==> config.mk <==
export PLATFORM = sky130hd
export DESIGN_NAME = ir_feed
export DESIGN_NICKNAME = d
export VERILOG_FILES = /design/src/rtl/ir_feed.sv
export SDC_FILE = /design/constraint.sdc
export NUM_CORES = 1
export LEC_CHECK = 0
export CORE_ASPECT_RATIO = 0.9
export CORE_MARGIN = 4
export CORE_UTILIZATION = 48
export CTS_CLUSTER_SIZE = 12
export DETAILED_ROUTE_END_ITERATION = 10
export PLACE_DENSITY = 0.83
export SYNTH_ARGS = -nofsm -noshare
export SYNTH_HDL_FRONTEND = slang
export SYNTH_SLANG_ARGS = --single-unit
==> constraint.sdc <==
create_clock -name clk -period 2.6 [get_ports clk]
set_input_delay 0.26 -clock clk [delete_from_list [all_inputs] [get_ports clk]]
set_output_delay 0.26 -clock clk [all_outputs]
set_load 0.02 [all_outputs]
==> src/rtl/ir_feed.sv <==
// ir_feed: opcode/argument pair queue between instruction fetch and decode.
//
// A circular buffer of DEPTH {ir,k} pairs. The status unit can stall either
// side (hold_fetch, hold_decode), discard the queue (flush), or inject an
// opcode and/or argument in front of the queue head (replace_ir, replace_k).
// Injected pairs are presented to decode but never dequeue an entry.
//
// Ports:
//   clk, a_rst            clock, synchronous active-low reset
//   mem_valid/mem_ir/mem_k/mem_rdy   fetch side handshake
//   flush, hold_fetch, hold_decode   status unit controls
//   replace_ir/replace_k/int_ir/int_k   injection controls
//   dec_valid/dec_ir/dec_k/dec_rdy   decode side handshake
//   feed_ack              a pair was consumed this cycle
//   q_level               registered occupancy
module ir_feed #(
  parameter int unsigned DEPTH = 4
) (
  input  logic                       clk,
  input  logic                       a_rst,
  input  logic                       mem_valid,
  input  logic [15:0]                mem_ir,
  input  logic [15:0]                mem_k,
  output logic                       mem_rdy,
  input  logic                       flush,
  input  logic                       hold_fetch,
  input  logic                       hold_decode,
  input  logic                       replace_ir,
  input  logic                       replace_k,
  input  logic [15:0]                int_ir,
  input  logic [15:0]                int_k,
  output logic                       dec_valid,
  output logic [15:0]                dec_ir,
  output logic [15:0]                dec_k,
  input  logic                       dec_rdy,
  output logic                       feed_ack,
  output logic [$clog2(DEPTH):0]     q_level
);

  localparam int unsigned AW = $clog2(DEPTH);
  localparam logic [AW:0] Full = (AW+1)'(DEPTH);

  logic [15:0]   ir_mem [DEPTH];
  logic [15:0]   k_mem  [DEPTH];

  logic [AW-1:0] wr_ptr_q, wr_ptr_d;
  logic [AW-1:0] rd_ptr_q, rd_ptr_d;
  logic [AW:0]   count_q, count_d;
  // Last head seen while non-empty; keeps outputs stable and defined when empty.
  logic [15:0]   last_ir_q, last_ir_d;
  logic [15:0]   last_k_q, last_k_d;

  logic          not_empty;
  logic          push;
  logic          pop;
  logic [15:0]   head_ir;
  logic [15:0]   head_k;

  assign not_empty = (count_q != '0);
  assign head_ir   = not_empty ? ir_mem[rd_ptr_q] : last_ir_q;
  assign head_k    = not_empty ? k_mem[rd_ptr_q]  : last_k_q;

  // Handshakes and output muxing.
  always_comb begin
    mem_rdy   = ~hold_fetch & (count_q != Full) & ~flush;
    push      = mem_valid & mem_rdy;
    dec_valid = replace_ir | (not_empty & ~hold_decode & ~flush);
    dec_ir    = replace_ir ? int_ir : head_ir;
    dec_k     = replace_k  ? int_k  : head_k;
    feed_ack  = dec_valid & dec_rdy;
    pop       = feed_ack & ~replace_ir;
  end

  assign q_level = count_q;

  // Pointer and occupancy next state.
  always_comb begin
    wr_ptr_d  = wr_ptr_q;
    rd_ptr_d  = rd_ptr_q;
    count_d   = count_q;
    last_ir_d = last_ir_q;
    last_k_d  = last_k_q;
    if (not_empty) begin
      last_ir_d = head_ir;
      last_k_d  = head_k;
    end
    if (flush) begin
      // mem_rdy and dec_valid are already gated by flush, so no push/pop here.
      count_d  = '0;
      rd_ptr_d = wr_ptr_q;
    end else begin
      if (push) begin
        wr_ptr_d = wr_ptr_q + AW'(1);
      end
      if (pop) begin
        rd_ptr_d = rd_ptr_q + AW'(1);
      end
      unique case ({push, pop})
        2'b10:   count_d = count_q + (AW+1)'(1);
        2'b01:   count_d = count_q - (AW+1)'(1);
        default: count_d = count_q;
      endcase
    end
  end

  always_ff @(posedge clk) begin
    if (!a_rst) begin
      wr_ptr_q  <= '0;
      rd_ptr_q  <= '0;
      count_q   <= '0;
      last_ir_q <= '0;
      last_k_q  <= '0;
    end else begin
      wr_ptr_q  <= wr_ptr_d;
      rd_ptr_q  <= rd_ptr_d;
      count_q   <= count_d;
      last_ir_q <= last_ir_d;
      last_k_q  <= last_k_d;
    end
  end

  // Storage has no reset; a push during reset is dropped.
  always_ff @(posedge clk) begin
    if (push && a_rst) begin
      ir_mem[wr_ptr_q] <= mem_ir;
      k_mem[wr_ptr_q]  <= mem_k;
    end
  end

endmodule

# Yosys cells after proc, flatten, opt, wreduce, memory -nomap -nowiden
# Memory sizes are Yosys's and may differ from the RTL's. A register that Yosys moved wholly into a read port is not among the register bits.
# Index checks and enable logic that the tools add are counted.
[classes] muxes=13 eq_ne=3 add_sub_neg=4 bitwise=13 n_reduce_logical=6
[op_table] op="16-bit 2-to-1 mux" n=4
[op_table] op="2-bit 2-to-1 mux" n=6
[op_table] op="1-bit bitwise AND" n=7
[op_table] op="3-bit case mux with 2 select lines" n=1
[op_table] op="1-bit inverter" n=5
[op_table] op="2-bit by 1-bit adder with 2-bit output (second input constant)" n=2
[op_table] op="2-bit nonzero test" n=2
[op_table] op="3-bit by 1-bit adder with 3-bit output (second input constant)" n=1
[op_table] op="3-bit inequality test (second input constant)" n=1
[op_table] op="3-bit nonzero test" n=1
[op_table] op="3-bit by 1-bit subtractor with 3-bit output (second input constant)" n=1
[op_table] op="2-bit by 1-bit == test with 1-bit output (second input constant)" n=1
[op_table] op="2-bit == test (second input constant)" n=1
[op_table] op="1-bit 2-to-1 mux" n=2
[op_table] op="2-bit AND reduction" n=1
[op_table] op="2-bit OR reduction" n=1
[op_table] op="1-bit logical AND" n=1
[op_table] op="1-bit OR" n=1
[word_totals] elab_cells=46 in_bits=73 reg_bits=39 ramBits=128 output_inout_bits=38 n_memories=2
[memory_table] memory="ir_mem" depth=4 width=16 rd=1 rd_ports_with_merged_regs=1 wr=1 line="43" rtl="logic [15:0] ir_mem [DEPTH];"
[memory_table] memory="k_mem" depth=4 width=16 rd=1 rd_ports_with_merged_regs=1 wr=1 line="44" rtl="logic [15:0] k_mem [DEPTH];"

# Depth between registers and ports, before layout
[depth] ltp_word=10 ltp_mapped=9 depth_no_buf=9

# Least setup slack after synthesis
# OpenSTA, ideal clock, no wires.
[synth_path] path_kind="register -> register" from="reg count_q[0] (netlist: q_level[0])" to="mem ir_mem[1][0] (enable)" setup_slack_ns=0.029 path_buffers=0 stages_incl_launch_ff=4 required_time_ns=2.208 setup_time_ns=0.392 arrival_time_ns=2.179 synth_period_minus_slack_ns=2.571 path_cell_list="dfxtp_1 > nor2_1 > a2111oi_2 > and3_1"
[synth_via] elab_chain_len=7
[synth_rtl] element="start: declaration" line="48" rtl="logic [AW:0] count_q, count_d;"
[synth_rtl] element="start signal: assignment" line="116" rtl="count_q <= count_d;"
[synth_rtl] element="3-bit inequality test" line="65" rtl="mem_rdy = ~hold_fetch & (count_q != Full) & ~flush;"
[synth_rtl] element="1-bit bitwise AND (2 in a row)" line="65"
[synth_rtl] element="1-bit bitwise AND" line="66" rtl="push = mem_valid & mem_rdy;"
[synth_rtl] element="1-bit logical AND" line="124" rtl="if (push && a_rst) begin"
[synth_rtl] element="1-bit 2-to-1 mux" line="124"
[synth_rtl] element="1-bit 2-to-1 mux (not written as such)" line="125" rtl="ir_mem[wr_ptr_q] <= mem_ir;"
[synth_rtl] element="end: declaration" line="43"
# No other way between the ends.

# Worst setup path after layout
[layout_path] from="reg count_q[2] (netlist: q_level[2])" to="reg count_q[2] (netlist: q_level[2])"
[layout_via] elab_chain_len=8 word_cells_on_any_way=16 cone_classes="2 x add/sub; 3 x eq/ne; 1 x mux; 8 x bitwise; 2 x reduce/logical"
[layout_rtl] element="3-bit nonzero test" line="59" rtl="assign not_empty = (count_q != '0);"
[layout_rtl] element="1-bit bitwise AND (2 in a row)" line="67" rtl="dec_valid = replace_ir | (not_empty & ~hold_decode & ~flush);"
[layout_rtl] element="1-bit OR" line="67"
[layout_rtl] element="1-bit bitwise AND" line="70" rtl="feed_ack = dec_valid & dec_rdy;"
[layout_rtl] element="1-bit bitwise AND" line="71" rtl="pop = feed_ack & ~replace_ir;"
[layout_rtl] element="2-bit by 1-bit == test with 1-bit output / 2-bit == test (equally long branches)" line="98" rtl="unique case ({push, pop})"
[layout_rtl] element="3-bit case mux with 2 select lines / 2-bit nonzero test (equally long branches)"
# Several ways; a longest one is shown, not always the timed one.
# A chain may end at the register's enable or synchronous reset.

==> qor.yml <==
layout:
  nFillCells: 964
  areaGrowthSynthToFinish_pct: 33.0
  ratio_of_cells_with_drive_above_1_in_the_final_layout_pct: 14.7
  sequential_cell_area_sq_mm: 0.00467
  layout.cells.most_common_list: "sky130_fd_sc_hd__edfxtp_1 (128), sky130_fd_sc_hd__clkdlybuf4s50_1 (78), sky130_fd_sc_hd__nand2_1 (68)"
  nets: 679
  multi_input_comb_area_sq_mm: 0.00207
  antenna_diodes: 0
  mostFrequentLayoutCell: "sky130_fd_sc_hd__edfxtp_1"
logic_synthesis:
  synth-edff-count: 128
  synth-seq-cells: 169
  post_synth_design_cell_area_sq_mm: 0.00689
  synth_cells: 476
  yosysSeqAreaShare_pct: 67.7
  synthesis.area_per_instance_sq_um: 14.5
  synthArstFlopShare_pct: 0
  synth_flop_cell: "sky130_fd_sc_hd__edfxtp_1"
  ys_types: 34
  yosys.area.top_type: "sky130_fd_sc_hd__edfxtp_1"
  postSynthNetCount: 555
  synth-warning-count: 0
  yosys.area.top_type_share_pct: 55.8
  synth_area_leaders: "sky130_fd_sc_hd__edfxtp_1 (56%), sky130_fd_sc_hd__dfxtp_1 (12%), sky130_fd_sc_hd__mux4_2 (10%)"
timing:
  fmax_mhz: 410
  finalCriticalPeriod_ns: 2.44
  setup_viol: 0
  hold-worst-slack_ns: 0.455
  timing_hold_violations_final: 0
  slew-limit-headroom_pct: 74.7
  setup_repair_after_global_routing_missed_its_margin: "no"
  post-route-period-util_pct: 93.9
  count_of_pins_over_their_slew_limit: 0
  tightestPinTransition_ns: 0.378
  fin_skew_ns: 0.0125
detailed_routing:
  drt-pass1-iter-count: 5
  routed-via-count: 4412
  count_of_nets_left_with_antenna_violations_after_detail_routing: 0
  mean_number_of_vias_per_cell: 5.47
  drtIter0Drc: 520
  routed_wire_length_microns: 15900
  drc: 0
  routed_wire_length_per_instance_microns: 19.7
floorplan:
  die_x_microns: 134
  num_io_pins: 111
  core_area_sq_mm: 0.0141
  placement_rows: 41
  die_area_sq_mm: 0.0163
  fp.dieH_microns: 122
  start_util_pct: 49.0
clock_network:
  cts_tree: "yes"
  clkLatencyLatePin_ns: 0.43
  cts.clk_slew.worst_paths_ns: 0.06
  post_cts_hold_buffer_count: 0
  cts_root_buf: "sky130_fd_sc_hd__clkbuf_16"
  clk_path_buf_depth: 2
  cts.repair_timing.setup_buffer_count: 0
  clock_sink_count: 169
  h_tree_levels: 4
  numCtsBuffers: 17
global_routing:
  grt_start_max_net_pins: 35
  grt_pass1_vias: 4521
  antenna_found_initial: 0
  globalRoute.totalOverflow: 0
  wire_length_of_the_first_global_routing_pass_microns: 24300
  grt_use_total_pct: 19.5
power:
  vdd_ir_drop_max_uv: 614
  power.density_cell_area_mw_per_mm2: 683
  leakagePower_nw: 3.35
  post-layout-total-power_mw: 6.26
worst_hold_path:
  hold_path.class: "flip-flop to flip-flop"
  whs_path_depth: 2
run:
  max-cap-violations: 0
placed_design:
  place.gp.congestion: 0.769
  placement.io_buffers: 110
  estimated_wirelength_of_the_detail_placed_design_microns: 9970
critical_path:
  cp_data_arrival_time_ns: 2.79
  required_ns: 2.95
  timing.critical_path.to_type: "flip-flop"
  critPathMaxFanout: 33
  worst_r2r_path_depth: 9
  critical_path_class: "flip-flop to flip-flop"
  setup.worst_path.start_class: "flip-flop"
status:
  status: "finished clean"
==> registers in the layout (all words and copies together), names as in the netlist, named ones only <==
name and flops:
ir_mem 64, k_mem 64, last_ir_q 16, last_k_q 16, q_level 3, rd_ptr_q 2, wr_ptr_q 2
==> path summary, 6_finish.rpt <==
path                                  from                       end  slack, ns
setup reg to reg   q_level[2]$_SDFFE_PP0P_   q_level[2]$_SDFFE_PP0P_       0.16
hold reg to reg   last_k_q[1]$_SDFFE_PN0N_  last_k_q[1]$_SDFFE_PN0N_       0.45
setup / recovery   q_level[2]$_SDFFE_PP0P_   q_level[2]$_SDFFE_PP0P_       0.16
hold / removal    last_k_q[1]$_SDFFE_PN0N_  last_k_q[1]$_SDFFE_PN0N_       0.45
==> power breakdown <==
group	total, mW	leakage (nW)	switching (mW)	internal [mW]
logic	0.506	1.54	0.235	0.271
registers	2.94	1.49	0.0140	2.93
clock network	2.82	0.324	0.993	1.83
==> per-stage QoR <==
stage	setup TNS (ns)	area (sq um)	util, %	std cells	setup slack [ns]
detailed placement	-0.131	8360	59.5	772	-0.131
finish	0	9170	65.2	806	0.160
global route	0	9170	65.2	806	0.0671
CTS	0	9060	64.5	805	0.00759
global placement	-0.0936	8360	59.5	772	-0.0936
floorplan	0	6890	-	476	0.0292
==> synthesized netlist by cell type (3+ instances only) <==
cell,instances
sky130_fd_sc_hd__a21boi_1,32
sky130_fd_sc_hd__a21oi_1,66
sky130_fd_sc_hd__and3_1,4
sky130_fd_sc_hd__buf_1,5
sky130_fd_sc_hd__buf_2,6
sky130_fd_sc_hd__buf_4,3
sky130_fd_sc_hd__clkbuf_1,14
sky130_fd_sc_hd__dfxtp_1,41
sky130_fd_sc_hd__edfxtp_1,128
sky130_fd_sc_hd__ha_1,5
sky130_fd_sc_hd__inv_1,8
sky130_fd_sc_hd__mux4_2,32
sky130_fd_sc_hd__nand2_1,68
sky130_fd_sc_hd__nor2_1,5
sky130_fd_sc_hd__nor2b_1,32
sky130_fd_sc_hd__or3_1,3
==> repair_timing <==
action                     4_1_cts  5_1_grt
setup endpoints to repair        6       24
gates cloned                     1        1
resized for setup                3       32
==> metal layers <==
layer  track usage, %  vias to the layer above  part of all wire, %
met5                0                        -                    0
met2             33.7                      128                   52
met4             7.82                        0                  1.9
met1             24.3                     2237                   41
met3             3.92                       24                  4.8
li1                 -                     2023                    -
==> cell families after synthesis <==
logic type               count (synthesis)  share of synthesized area (%)
adder cells (fa/ha/maj)                  6                           1.20
flip-flops                             169                           67.7
buffers and inverters                   37                           2.40
multiplexers                            34                           10.7
AO/OA/AOI/OAI                          107                           9.24
XOR/XNOR                                 2                          0.254
AND/OR/NAND/NOR                        121                           8.46
==> critical path, stage by stage, from the launching register on <==
cell                        delay [ns]
sky130_fd_sc_hd__dfxtp_1          0.49
sky130_fd_sc_hd__nor3_4           0.10
sky130_fd_sc_hd__bufbuf_16        0.33
sky130_fd_sc_hd__nor2_1           0.14
sky130_fd_sc_hd__ha_1             0.20
sky130_fd_sc_hd__inv_1            0.07
sky130_fd_sc_hd__fa_1             0.41
sky130_fd_sc_hd__xor2_1           0.18
sky130_fd_sc_hd__or3_1            0.32
sky130_fd_sc_hd__a21oi_1          0.15
==> cell type report <==
class	instances	area share, %
clock buffers	20	4.87
well taps	193	2.63
repair buffers	134	16.3
clock inverters	12	2.40
multi-input cells	270	22.6
flip-flops and latches	169	50.9
inverters	8	0.328
Power figures use the tool's default switching activity.
